`src/rtl/alu_seq.sv`:
```
// alu_seq: registered, handshaked ALU.
// Single-cycle opcodes complete from IDLE with a one-cycle done pulse.
// MUL (shift-add) and DIV (restoring) each run N iterations in ITER.
module alu_seq #(
  parameter int N = 32
) (
  input  logic         clk,
  input  logic         rst,
  input  logic         start,
  input  logic [4:0]   alu_ctrl,
  input  logic [N-1:0] src_A,
  input  logic [N-1:0] src_B,
  output logic         busy,
  output logic         done,
  output logic [N-1:0] alu_result,
  output logic [3:0]   alu_flags
);

  localparam int CNT_W = $clog2(N) + 1;
  localparam logic [CNT_W-1:0] LAST_ITER = CNT_W'(N - 1);

  localparam logic [4:0] OP_ADD  = 5'd1;
  localparam logic [4:0] OP_SUB  = 5'd2;
  localparam logic [4:0] OP_MUL  = 5'd3;
  localparam logic [4:0] OP_MOVE = 5'd4;
  localparam logic [4:0] OP_DIV  = 5'd5;
  localparam logic [4:0] OP_AND  = 5'd9;
  localparam logic [4:0] OP_OR   = 5'd10;
  localparam logic [4:0] OP_XOR  = 5'd11;
  localparam logic [4:0] OP_NOT  = 5'd12;
  localparam logic [4:0] OP_LDR  = 5'd17;
  localparam logic [4:0] OP_STR  = 5'd19;

  typedef enum logic {IDLE, ITER} state_t;

  state_t           state_q, state_d;
  logic             is_div_q, is_div_d;
  logic [CNT_W-1:0] cnt_q, cnt_d;
  // MUL: opa = shifted multiplicand, opb = shifted multiplier, acc = product.
  // DIV: opa = dividend shifting out / quotient shifting in, opb = divisor,
  //      acc = partial remainder (always < divisor, so N bits suffice).
  logic [N-1:0]     opa_q, opa_d;
  logic [N-1:0]     opb_q, opb_d;
  logic [N-1:0]     acc_q, acc_d;
  logic             done_q, done_d;
  logic [N-1:0]     result_q, result_d;
  logic [3:0]       flags_q, flags_d;

  // Single-cycle datapath terms.
  logic [N:0]       add_ext;
  logic [N-1:0]     add_res;
  logic [N-1:0]     sub_res;
  logic             add_v;
  logic             sub_v;

  // Iteration datapath terms.
  logic [N-1:0]     mul_acc_next;
  logic [N:0]       div_shifted;
  logic             div_ge;
  logic [N-1:0]     div_rem_next;
  logic [N-1:0]     div_quo_next;
  logic [N-1:0]     iter_res;

  assign add_ext = {1'b0, src_A} + {1'b0, src_B};
  assign add_res = add_ext[N-1:0];
  assign sub_res = src_A - src_B;
  assign add_v   = (src_A[N-1] == src_B[N-1]) && (add_res[N-1] != src_A[N-1]);
  assign sub_v   = (src_A[N-1] != src_B[N-1]) && (sub_res[N-1] != src_A[N-1]);

  assign mul_acc_next = acc_q + (opb_q[0] ? opa_q : '0);
  assign div_shifted  = {acc_q, opa_q[N-1]};
  assign div_ge       = (div_shifted >= {1'b0, opb_q});
  // The true difference is below the divisor, so modular N-bit math is exact.
  assign div_rem_next = div_ge ? (div_shifted[N-1:0] - opb_q) : div_shifted[N-1:0];
  assign div_quo_next = {opa_q[N-2:0], div_ge};
  assign iter_res     = is_div_q ? div_quo_next : mul_acc_next;

  assign busy       = (state_q == ITER);
  assign done       = done_q;
  assign alu_result = result_q;
  assign alu_flags  = flags_q;

  // Next-state, iteration step and result/flag selection.
  always_comb begin
    state_d  = state_q;
    is_div_d = is_div_q;
    cnt_d    = cnt_q;
    opa_d    = opa_q;
    opb_d    = opb_q;
    acc_d    = acc_q;
    done_d   = 1'b0;
    result_d = result_q;
    flags_d  = flags_q;

    case (state_q)
      IDLE: begin
        if (start) begin
          case (alu_ctrl)
            OP_MUL, OP_DIV: begin
              state_d  = ITER;
              is_div_d = (alu_ctrl == OP_DIV);
              cnt_d    = '0;
              opa_d    = src_A;
              opb_d    = src_B;
              acc_d    = '0;
            end
            OP_ADD: begin
              done_d   = 1'b1;
              result_d = add_res;
              flags_d  = {add_res == '0, add_res[N-1], add_ext[N], add_v};
            end
            OP_SUB: begin
              done_d   = 1'b1;
              result_d = sub_res;
              flags_d  = {sub_res == '0, sub_res[N-1], src_A >= src_B, sub_v};
            end
            OP_MOVE: begin
              done_d   = 1'b1;
              result_d = src_A;
              flags_d  = {src_A == '0, src_A[N-1], 2'b00};
            end
            OP_AND: begin
              done_d   = 1'b1;
              result_d = src_A & src_B;
              flags_d  = {(src_A & src_B) == '0, src_A[N-1] & src_B[N-1], 2'b00};
            end
            OP_OR: begin
              done_d   = 1'b1;
              result_d = src_A | src_B;
              flags_d  = {(src_A | src_B) == '0, src_A[N-1] | src_B[N-1], 2'b00};
            end
            OP_XOR: begin
              done_d   = 1'b1;
              result_d = src_A ^ src_B;
              flags_d  = {(src_A ^ src_B) == '0, src_A[N-1] ^ src_B[N-1], 2'b00};
            end
            OP_NOT: begin
              done_d   = 1'b1;
              result_d = ~src_A;
              flags_d  = {src_A == '1, ~src_A[N-1], 2'b00};
            end
            // Address and jump-target ops leave the flags untouched.
            OP_LDR, OP_STR: begin
              done_d   = 1'b1;
              result_d = add_res;
            end
            5'd25, 5'd26, 5'd27, 5'd28, 5'd29, 5'd30: begin
              done_d   = 1'b1;
              result_d = src_A;
            end
            default: begin
              done_d   = 1'b1;
              result_d = '0;
              flags_d  = 4'b1000;
            end
          endcase
        end
      end

      ITER: begin
        cnt_d = cnt_q + 1'b1;
        if (is_div_q) begin
          acc_d = div_rem_next;
          opa_d = div_quo_next;
        end else begin
          acc_d = mul_acc_next;
          opa_d = {opa_q[N-2:0], 1'b0};
          opb_d = {1'b0, opb_q[N-1:1]};
        end
        if (cnt_q == LAST_ITER) begin
          state_d  = IDLE;
          done_d   = 1'b1;
          result_d = iter_res;
          // A zero divisor is reported through V; the quotient is all-ones.
          flags_d  = {iter_res == '0, iter_res[N-1], 1'b0,
                      is_div_q && (opb_q == '0)};
        end
      end

      default: state_d = IDLE;
    endcase
  end

  // State and datapath registers with synchronous reset.
  always_ff @(posedge clk) begin
    if (rst) begin
      state_q  <= IDLE;
      is_div_q <= 1'b0;
      cnt_q    <= '0;
      opa_q    <= '0;
      opb_q    <= '0;
      acc_q    <= '0;
      done_q   <= 1'b0;
      result_q <= '0;
      flags_q  <= '0;
    end else begin
      state_q  <= state_d;
      is_div_q <= is_div_d;
      cnt_q    <= cnt_d;
      opa_q    <= opa_d;
      opb_q    <= opb_d;
      acc_q    <= acc_d;
      done_q   <= done_d;
      result_q <= result_d;
      flags_q  <= flags_d;
    end
  end

endmodule

```
`config.mk`:
```
export PLATFORM = sky130hd
export DESIGN_NAME = alu_seq
export DESIGN_NICKNAME = d
export VERILOG_FILES = /design/src/rtl/alu_seq.sv
export SDC_FILE = /design/constraint.sdc
export NUM_CORES = 1
export LEC_CHECK = 0
export CELL_PAD_IN_SITES_DETAIL_PLACEMENT = 1
export CELL_PAD_IN_SITES_GLOBAL_PLACEMENT = 1
export CORE_MARGIN = 2
export CORE_UTILIZATION = 25
export DETAILED_ROUTE_END_ITERATION = 10
export PLACE_DENSITY = 0.57
export RECOVER_POWER = 25
export SLEW_MARGIN = 15
export SYNTH_ARGS = -nofsm -noshare
export SYNTH_HDL_FRONTEND = slang
export SYNTH_SLANG_ARGS = --single-unit
```
`constraint.sdc`:
```
create_clock -name clk -period 7.7 [get_ports clk]
set_input_delay 1.925 -clock clk [delete_from_list [all_inputs] [get_ports clk]]
set_output_delay 1.925 -clock clk [all_outputs]
set_load 0.1 [all_outputs]
```
==> flow_metrics.tcl <==
set metrics [dict create \
    synth_edf_count 0 \
    synth_compound_area_frac 0.329 \
    max_freq_mhz 148 \
    period_share 0.880 \
    critical_path_required_ns 8.07 \
    layout.nets 2653 \
    viasPerCell 5.87 \
    synth_xor_area_frac 0.0453 \
    wire_per_inst_um 27.8 \
    ant_nets 0 \
    drc 0 \
    grt_pass1_vias 19500 \
    die_y_um 268 \
    rows 96 \
    track_usage 0.255 \
    antenna_found_initial 4 \
    violations "max-capacitance violations, max-slew violations" \
    clockRootBuffer "clkbuf_16" \
    netlist-cell-type-count 104 \
    synth-adder-area-share 0.120 \
    synth_common_cells "260 x nor2_1, 175 x a21oi_1, 163 x nand2_1" \
    crit_path_max_fanout 53 \
    synth_most_common_cell "nor2_1" \
    die-area_mm2 0.0718 \
    start_util 0.253 \
    tightest_slew_ns 3.21 \
    fin_skew_ns 0.00781 \
    drt-met1-wl_mm 44.7 \
    report.final.hold_viol_count 0 \
    fillers 8379 \
    synth_seq_area_share 0.162 \
    ys_seq_elements 141 \
    io_buffers 109 \
    drt-initial-drc-count 1709 \
    topRoutingLayerUsed "met4" \
    cap_violations 1 \
    overflow 0 \
    htree_levels 4 \
    grt_max_degree 75 \
    final_area_mm2 0.0200 \
    cts_tree "yes" \
    worst_ir_drop_vdd_v 0.000111 \
    yosys_warnings 0 \
    dr.pass1.iters 6 \
    maxSlewHeadroom -1.14 \
    wl_met2_mm 41.6 \
    critical_path_class "primary input to flop" \
    rsz0062_at_grt "no" \
    syn_inst 2399 \
    yosysTopAreaCellShare 0.162 \
    cts_made_buffers 17 \
    powerDensity_mw_per_mm2 149 \
    cts.clk_slew.worst_paths_ns 0.07 \
    synthTopCellsByArea "dfxtp_1 16%, ha_1 12%, nor2_1 5.6%, a21oi_1 5.0%, mux2i_1 4.7%" \
    insertion_delay_ns 0.46 \
    setup_tns_ns 0 \
    synth_ff_type "dfxtp_1" \
    synth.mux.area_fraction 0.0504 \
    syn_area_per_cell_um2 7.26 \
    core_mm2 0.0688 \
    area_delta_synth_final_pct 15.0 \
    routed-wl-met3_mm 5.10 \
    synth_top_family_by_area "compound AO/OA/AOI/OAI gates" \
    synth-async-reset-ratio 0 \
    cts_setup_buffers 0 \
    critPathArrivalTime_ns 7.15 \
    start_kind "primary input" \
    status "complete, but fails checks" \
    num_vias 19700 \
    clockBufferDepth 2 \
    end_kind "flop" \
    setup_viol 0 \
    grt_pass1_wl_mm 135 \
    fin_crit_ns 6.78 \
    hp-class "flop to flop" \
    clock_sinks 141 \
    power.leakage_uw 0.00796 \
    cts_hold_buf 0 \
    wl_mm 93.4 \
    drv_slew 54 \
    drive_gt1_frac 0.0589 \
    pin_count 110 \
    post_dp_cell_area_mm2 0.0194 \
    die_w_um 268 \
    netlist_area_mm2 0.0174 \
    synthSimpleGateAreaFrac 0.222 \
    yosysTopAreaCell "dfxtp_1" \
    cts_resized 0 \
    place_hpwl_mm 74.1 \
    synth.net_count 2636 \
    gp_congestion 0.977 \
]
## state kept, by name, indices dropped and copies added, names as in the netlist
signal / flops
opa_q: 32
done: 1
acc_q: 32
alu_flags: 4
opb_q: 32
cnt_q: 6
alu_result: 32
busy: 1
is_div_q: 1
## report_power, final
part,internal [µW],switching [µW],total (µW)
registers,756,34.2,790
clock network,494,371,866
logic,418,907,1330
## layout by cell type, fill, tap and decap left out, types with 11 or more instances in the layout
master,instances
nor2_1,259
a21oi_1,173
nand2_1,163
ha_1,161
inv_1,151
dfxtp_1,139
o21ai_0,129
mux2i_1,82
nor3_1,81
xnor2_1,75
clkdlybuf4s50_1,68
a211oi_1,64
nand4_1,50
and2_1,47
buf_4,44
a21o_1,43
a221oi_1,43
dlygate4sd3_1,39
nand3_1,38
a22oi_1,38
o211ai_1,32
nor4_1,32
o22ai_1,29
a222oi_1,25
o21bai_1,20
nor2b_1,19
o221ai_1,19
a31oi_1,18
o31ai_1,17
clkbuf_16,17
o21a_1,16
nand2b_1,16
xor2_1,15
or3_1,15
and3_1,14
a311oi_1,12
or2_2,11
## per-stage QoR
stage	setup slack, ns	std cells	hold slack (ns)	util	power (µW)
final	0.922	3361	0.485	0.291	2980
after global routing	0.716	3359	0.516	0.291	3100
after CTS	1.25	3359	0.491	0.291	2980
after detailed placement	0.757	3328	0.475	0.282	2110
after global placement	0.842	3328	0.466	0.282	2100
after floorplan	2.59	2399	0.465	-	1640
## path summary, 6_finish.rpt
path,start,to,slack (ns),cells after the start
hold reg to reg,alu_result[0],alu_result[0],0.48,2
setup reg to reg,opb_q[0],alu_flags[3],2.99,15
setup / recovery,alu_ctrl[1],acc_q[21],0.92,8
hold / removal,alu_result[0],alu_result[0],0.48,2
## critical path: stages
cell	delay, ns
dlygate4sd3_1	1.27
clkbuf_1	0.32
xnor2_1	0.20
nor2_1	0.22
a21oi_4	0.22
clkbuf_1	2.29
a221oi_1	0.37
a211oi_1	0.31
## cells by family after synthesis
logic type	after synthesis
DFF	141
and+or+nand+nor	794
buffers and inverters	312
adders and majority gates	165
AOI/OAI and AO/OA	810
xor gates and xnor gates	90
muxes	87
## routing by layer
| layer | up-vias | global-route usage |
|---|---|---|
| met5 | - | 0 |
| met2 | 682 | 0.404 |
| met4 | 0 | 0.0612 |
| met1 | 9936 | 0.364 |
| li1 | 9025 | - |
| met3 | 82 | 0.0327 |
## cell type report
type                       count  area, µm²  area share
antenna                        2       5.00    0.000250
clock buffer                  19        453      0.0226
clock inverter                12        136     0.00681
inverter                     156        586      0.0293
multi-input combinational   1946      13400       0.671
sequential                   141       2830       0.141
tap                          931       1160      0.0582
timing repair buffer         154       1410      0.0706
Power figures use the tool's default switching activity.
